[src/rtl/demux_buf.sv]
// 1:NUM_OUT demultiplexer with a one-entry holding register and valid/ready handshake per channel.
// Also keeps a sticky out-of-range select flag and a wrapping count of accepted words.
module demux_buf #(
    parameter int W         = 16,
    parameter int NUM_OUT   = 4,
    parameter int SEL_W     = 2,
    parameter int HOLD_LAST = 1,
    parameter int CNT_W     = 8
) (
    input  logic                 clk,
    input  logic                 rst,
    input  logic [W-1:0]         data_in,
    input  logic [SEL_W-1:0]     sel,
    input  logic                 en,
    output logic                 in_ready,
    output logic [NUM_OUT*W-1:0] data_out,
    output logic [NUM_OUT-1:0]   out_valid,
    input  logic [NUM_OUT-1:0]   out_ready,
    output logic                 sel_err,
    output logic [CNT_W-1:0]     xfer_cnt
);

    logic [W-1:0]       data_r [NUM_OUT];
    logic [NUM_OUT-1:0] out_valid_r;
    logic               sel_err_r;
    logic [CNT_W-1:0]   xfer_cnt_r;

    logic [NUM_OUT-1:0] sel_hit_s;
    logic [NUM_OUT-1:0] load_s;
    logic [NUM_OUT-1:0] drain_s;
    logic               in_ready_s;
    logic               accept_s;
    logic               sel_bad_s;

    // Select decode and handshake; an out-of-range select yields an all-zero hit vector.
    always_comb begin
        sel_hit_s = '0;
        for (int k = 0; k < NUM_OUT; k++) begin
            if ({1'b0, sel} == (SEL_W+1)'(k)) begin
                sel_hit_s[k] = 1'b1;
            end else begin
                sel_hit_s[k] = 1'b0;
            end
        end
        in_ready_s = |(sel_hit_s & (~out_valid_r | out_ready));
        accept_s   = en && in_ready_s;
        sel_bad_s  = en && (sel_hit_s == '0);
        if (accept_s) begin
            load_s = sel_hit_s;
        end else begin
            load_s = '0;
        end
        drain_s = out_valid_r & out_ready & ~load_s;
    end

    // Channel holding registers: a reload wins over a drain of the same channel.
    always_ff @(posedge clk or posedge rst) begin
        if (rst) begin
            for (int k = 0; k < NUM_OUT; k++) begin
                data_r[k] <= '0;
            end
            out_valid_r <= '0;
        end else begin
            for (int k = 0; k < NUM_OUT; k++) begin
                if (load_s[k]) begin
                    data_r[k]      <= data_in;
                    out_valid_r[k] <= 1'b1;
                end else if (drain_s[k]) begin
                    out_valid_r[k] <= 1'b0;
                    if (HOLD_LAST == 0) begin
                        data_r[k] <= '0;
                    end else begin
                        data_r[k] <= data_r[k];
                    end
                end else begin
                    data_r[k]      <= data_r[k];
                    out_valid_r[k] <= out_valid_r[k];
                end
            end
        end
    end

    // Accepted-word counter and sticky select error.
    always_ff @(posedge clk or posedge rst) begin
        if (rst) begin
            xfer_cnt_r <= '0;
            sel_err_r  <= 1'b0;
        end else begin
            if (accept_s) begin
                xfer_cnt_r <= xfer_cnt_r + CNT_W'(1);
            end else begin
                xfer_cnt_r <= xfer_cnt_r;
            end
            if (sel_bad_s) begin
                sel_err_r <= 1'b1;
            end else begin
                sel_err_r <= sel_err_r;
            end
        end
    end

    // Pack channel registers onto the flat output bus.
    always_comb begin
        data_out = '0;
        for (int k = 0; k < NUM_OUT; k++) begin
            data_out[k*W +: W] = data_r[k];
        end
    end

    assign in_ready  = in_ready_s;
    assign out_valid = out_valid_r;
    assign sel_err   = sel_err_r;
    assign xfer_cnt  = xfer_cnt_r;

endmodule
[config.mk]
export PLATFORM = sky130hd
export DESIGN_NAME = demux_buf
export DESIGN_NICKNAME = d
export VERILOG_FILES = /design/src/rtl/demux_buf.sv
export SDC_FILE = /design/constraint.sdc
export NUM_CORES = 1
export LEC_CHECK = 0
export CORE_MARGIN = 1
export CORE_UTILIZATION = 60
export CTS_BUF_LIST = sky130_fd_sc_hd__clkbuf_8 sky130_fd_sc_hd__clkbuf_16
export DETAILED_ROUTE_END_ITERATION = 8
export DONT_BUFFER_PORTS = 1
export PLACE_DENSITY_LB_ADDON = 0.12
export REMOVE_ABC_BUFFERS = 1
export SYNTH_ARGS = -nofsm -noshare
export SYNTH_HDL_FRONTEND = slang
export SYNTH_SLANG_ARGS = --single-unit
[constraint.sdc]
create_clock -name clk -period 5 [get_ports clk]
set_input_delay 1 -clock clk [delete_from_list [all_inputs] [get_ports clk]]
set_output_delay 1 -clock clk [all_outputs]
set_load 0.005 [all_outputs]
### Yosys cells after proc, flatten, opt, wreduce, memory -nomap -nowiden

Index checks and enable logic that the tools add are counted.

* bits in writable memories: 0
* memories: 0
* input bits: 25
* bits in registers: 77
* bits in latches: 0
* ROM bits: 0

* mux-type cells: 13
* multiply operators: 0
* divide/modulo/power cells: 0
* magnitude comparators: 0
* bitwise operators: 6
* reduce and logical (&&, ||, !) cells: 9
* shift-type cells: 0
* equality and inequality tests: 3
* add/subtract/negate cells: 1

Operator list (number)
* $and A4 B4 Y4: 3
* $mux W1: 12
* $add A8 B1 Y8 const B: 1
* $not A4 Y4: 2
* $reduce_bool A2 Y1: 4
* $eq A2 B2 Y1 const B: 2
* $logic_not A4 Y1: 1
* $mux W4: 1
* $or A4 B4 Y4: 1
* $reduce_or A4 Y1: 1
* $eq A2 B1 Y1 const B: 1
* $logic_and A1 B1 Y1: 2
* $logic_not A2 Y1: 1

### Longest topological paths before layout

* depth in word-level cells: 10
* depth in mapped cells: 6

### Least setup slack after synthesis

No wires, ideal clock.

* path type: input to output
* start: input port out_ready[3]
* end: output port in_ready
* cell stages on the path: 2
* path buffers: 0
* slack: 2310 ps
* arrival: 1690 ps
* cell sequence: nand2b_1 -> mux4_2

* word-level cells in the longest chain between the ends: 3

Ends and longest elaborated chain
* start: declaration: line 18 `input logic [NUM_OUT-1:0] out_ready,`
* $or A4 B4 Y4: line 45 `in_ready_s = |(sel_hit_s & (~out_valid_r | out_ready));`
* $and A4 B4 Y4: line 45
* $reduce_or A4 Y1: line 45
* end: declaration: line 15 `output logic in_ready,`

No other way between the ends.

### Final worst setup path

* start: input port out_ready[2]
* end: output port in_ready

Same word-level chain as after synthesis.

==> summary.txt <==
Finish
  • Fin nets: roughly 220
  • Filler cells: 335
  • Diode count: 0
  • Finished Cell Area: 0.00339 mm^2
  • Multi-input logic area: around 0.0011 mm^2
  • Storage cell area: 0.00193 mm^2
  • Layout cells sized above 1: 46.0%
  • Area Overhead vs Synth: 8.32%

Setup path
  • Top delay family on crit path: multiplexers
  • WP data required: 4.00 ns
  • Slowest Stage Delay on Critical Path: 0.59 ns
  • FF-to-FF Start: out_valid[2]
  • Critical-path maximum fanout: 8
  • CP max-delay cell: mux4_2
  • R2R cell count: 3
  • Worst R2R End: data_out[46]
  • CP cell instances: nand2b_1 -> mux4_2
  • Worst Path Buf+Inv: 0
  • Crit end category: primary output
  • Crit path arrival time: 1.75 ns
  • Minimum setup slack among reg-to-reg paths: 3.00 ns
  • Setup CP Type: in2out
  • Critical Path Start: out_ready[2]
  • Startpoint Class: input pin
  • Crit path capture: in_ready
  • Crit path depth: 2

Clocking
  • Max Root-Sink Buffers: 2
  • H-Tree Level Count: 3
  • Worst-skew pair later-pin latency: 0.34 ns
  • Num CTS Buffers: 9
  • Clock sink count: 77
  • Number of gates resized after CTS: 0
  • CTS Hold Bufs: 0
  • CTS tree: yes
  • CTS root buf: clkbuf_8
  • Clk pin slew, worst setup/hold paths: 0.07 ns
  • Post-CTS setup buffer count: 0

Global route
  • Initial antenna violation count: 0
  • Largest net degree at the start of global routing: 46
  • Vias in the first global route: 1660
  • Total GRT Usage: a little over a fifth
  • Global-route wire length before repair: roughly 8.3 mm
  • Gr ovfl total: 0

STA
  • Least-Margin Pin Slew: between 1 and 1.5 ns
  • Slew margin rel.: approximately 26%
  • Max Slew Vio Count: 0
  • Final WS setup: 2.25 ns
  • FMAX: between 300 and 400 MHz
  • Min Tclk post-route: ~2.8 ns
  • Setup TNS: 0 ns
  • RSZ-0062 raised after global routing: no
  • Final number of setup-violating endpoints: 0
  • Final Hold Vio Count: 0
  • Clock Skew: 0.00749 ns
  • Final period utilization: 55.0%

Route
  • Via count: 1575
  • DR vias/cell: 5.94
  • Wl on met1: 2.25 mm
  • WL/cell: 20.9 um
  • Highest metal used: met4
  • Residual DRC count: 0
  • Routed length on met2: about 2.8 mm
  • Drt total wl: 5.55 mm
  • DRT antenna net count: 0
  • Routed length on met3: 444 um
  • Drt pass-1 iters: 4
  • First DRT Iteration DRCs: 55

Pwr
  • Static Leak: about 1.5 nW
  • Pint: 1.28 mW
  • Total power: 1.70 mW
  • Power per cell area: roughly 500 mW/mm^2
  • Clock share of power: 35.0%
  • Sw Ratio: about a quarter
  • Comb power frac: 12.3%
  • Sw power: 419 uW
  • Seq pwr share: 52.7%
  • Maximum VDD drop: approximately 0.34 mV

Synthesis
  • Simple-Gate Fraction of Synth Area: 6.00%
  • Synth Area in Adders: 0.400%
  • Multiplexer share of the synthesized area: a little over a quarter
  • Compound-Gate Fraction of Synth Area: 0.160%
  • XOR/XNOR Fraction of Synth Area: 1.96%
  • #FFs+latches synth: 77
  • Post-synth EDFFs: 0
  • Synthesized instance count: 189
  • Largest family of logic cells by synthesized area: multiplexers
  • Async set-reset flop share out of synthesis: 100%
  • Post-Syn Area per Cell: 16.5 um^2
  • Sequential-to-total area share from yosys stat: 61.6%
  • Main synth FF type: dfrtp_1
  • Cell area after synthesis: 0.00313 mm^2
  • Library cells used by synthesis: 26
  • Synth warn: 0

Floorplan
  • Starting Density: 64.1%
  • Row cnt: 25
  • Core footprint: 0.00488 mm^2
  • Die W: 74.2 um
  • Die height: 74.2 um
  • Num ports: 103
  • Die area: between 0.005 and 0.006 mm^2

Placed design
  • Pre-CTS WS: 2.25 ns
  • Area after DPL: 0.00313 mm^2
  • DPL Wire Length: approximately 3.7 mm
  • GPL Wtd Cong: 0.679
  • IO buf count: 0

Worst hold path
  • Min-Delay Path Class: reg2reg

Flow run
  • Maxcap violations: 0

Status
  • Status: complete, no violations
## layout by cell type (no fill, tap or decap), drive strengths merged
cell and instances:
and2b 1, and3 3, and4 1, buf 1, bufinv 4, clkbuf 9
clkinv 2, clkinvlp 1, dfrtp 77, ha 1, inv 3, mux2 65
mux4 1, nand2 8, nand2b 4, nand3 3, nand3b 1, nand4 3
nor2 1, nor3b 1, o21ai 1, xnor2 7
## power groups by stage
stage               logic (mW)  clock network (mW)  registers [mW]
floorplan                0.182                   0           0.865
global placement         0.198                   0           0.901
detailed placement       0.211                   0           0.907
CTS                      0.212               0.609           0.896
global route             0.229               0.632           0.912
finish                   0.208               0.594           0.894
## per-stage QoR
stage | utilization [%] | cells | hold WS [ns]
after global placement | 64.1 | 249 | 0.398
after detailed placement | 64.1 | 249 | 0.392
final | 69.4 | 265 | 0.401
after CTS | 69.4 | 265 | 0.408
after global routing | 69.4 | 265 | 0.414
after floorplan | - | 181 | 0.376
## cell type report
| type | instances | area share (%) |
|---|---|---|
| Clock buffer | 9 | 3.66 |
| Timing Repair Buffer | 1 | 0.222 |
| Inverter | 3 | 0.332 |
| Clock inverter | 7 | 4.06 |
| Multi-Input combinational cell | 101 | 32.4 |
| Sequential cell | 77 | 56.9 |
| Tap cell | 67 | 2.48 |
## how the worst min path moves through the flow
stage | start | endpoint | slack (ns) | depth (start not counted)
final | sel_err | sel_err | 0.40 | 0
after global routing | sel_err | sel_err | 0.41 | 0
after CTS | sel_err | sel_err | 0.41 | 0
after detailed placement | sel_err | sel_err | 0.39 | 0
after global placement | sel_err | sel_err | 0.40 | 0
after floorplan | sel_err | sel_err | 0.38 | 0
## synthesized netlist by cell type (2+ instances only)
cell | count | share of area (%)
dfrtp_1 | 77 | 62
mux2_2 | 44 | 16
mux2_4 | 20 | 9.6
xnor2_1 | 7 | 2.0
nand2_1 | 6 | 0.72
buf_6 | 3 | 1.1
inv_1 | 3 | 0.36
nand2b_1 | 3 | 0.60
nand3_1 | 3 | 0.48
nand4_1 | 3 | 0.60
and3_1 | 2 | 0.40
buf_12 | 2 | 1.3
buf_4 | 2 | 0.48
nand2_2 | 2 | 0.40
## registers in the layout, summed over array words and instances (netlist names)
name,flops
xfer_cnt,8
sel_err,1
out_valid,4
data_out,64
## layer usage
metal	vias to the layer above	global-route usage, %
li1	664	-
met1	826	25.3
met2	76	34.4
met3	9	8.94
met4	0	10.9
met5	-	0
## logic make-up (layout without fill, tap and decap cells)
group / count (synthesis) / count (layout)
multiplexers: 66 / 66
XOR/XNOR: 7 / 7
adder cells (fa/ha/maj): 1 / 1
flip-flops: 77 / 77
AND/OR/NAND/NOR: 26 / 26
buffers and inverters: 11 / 20
AO/OA/AOI/OAI: 1 / 1
Note: power is estimated with default switching activity, not from simulation.
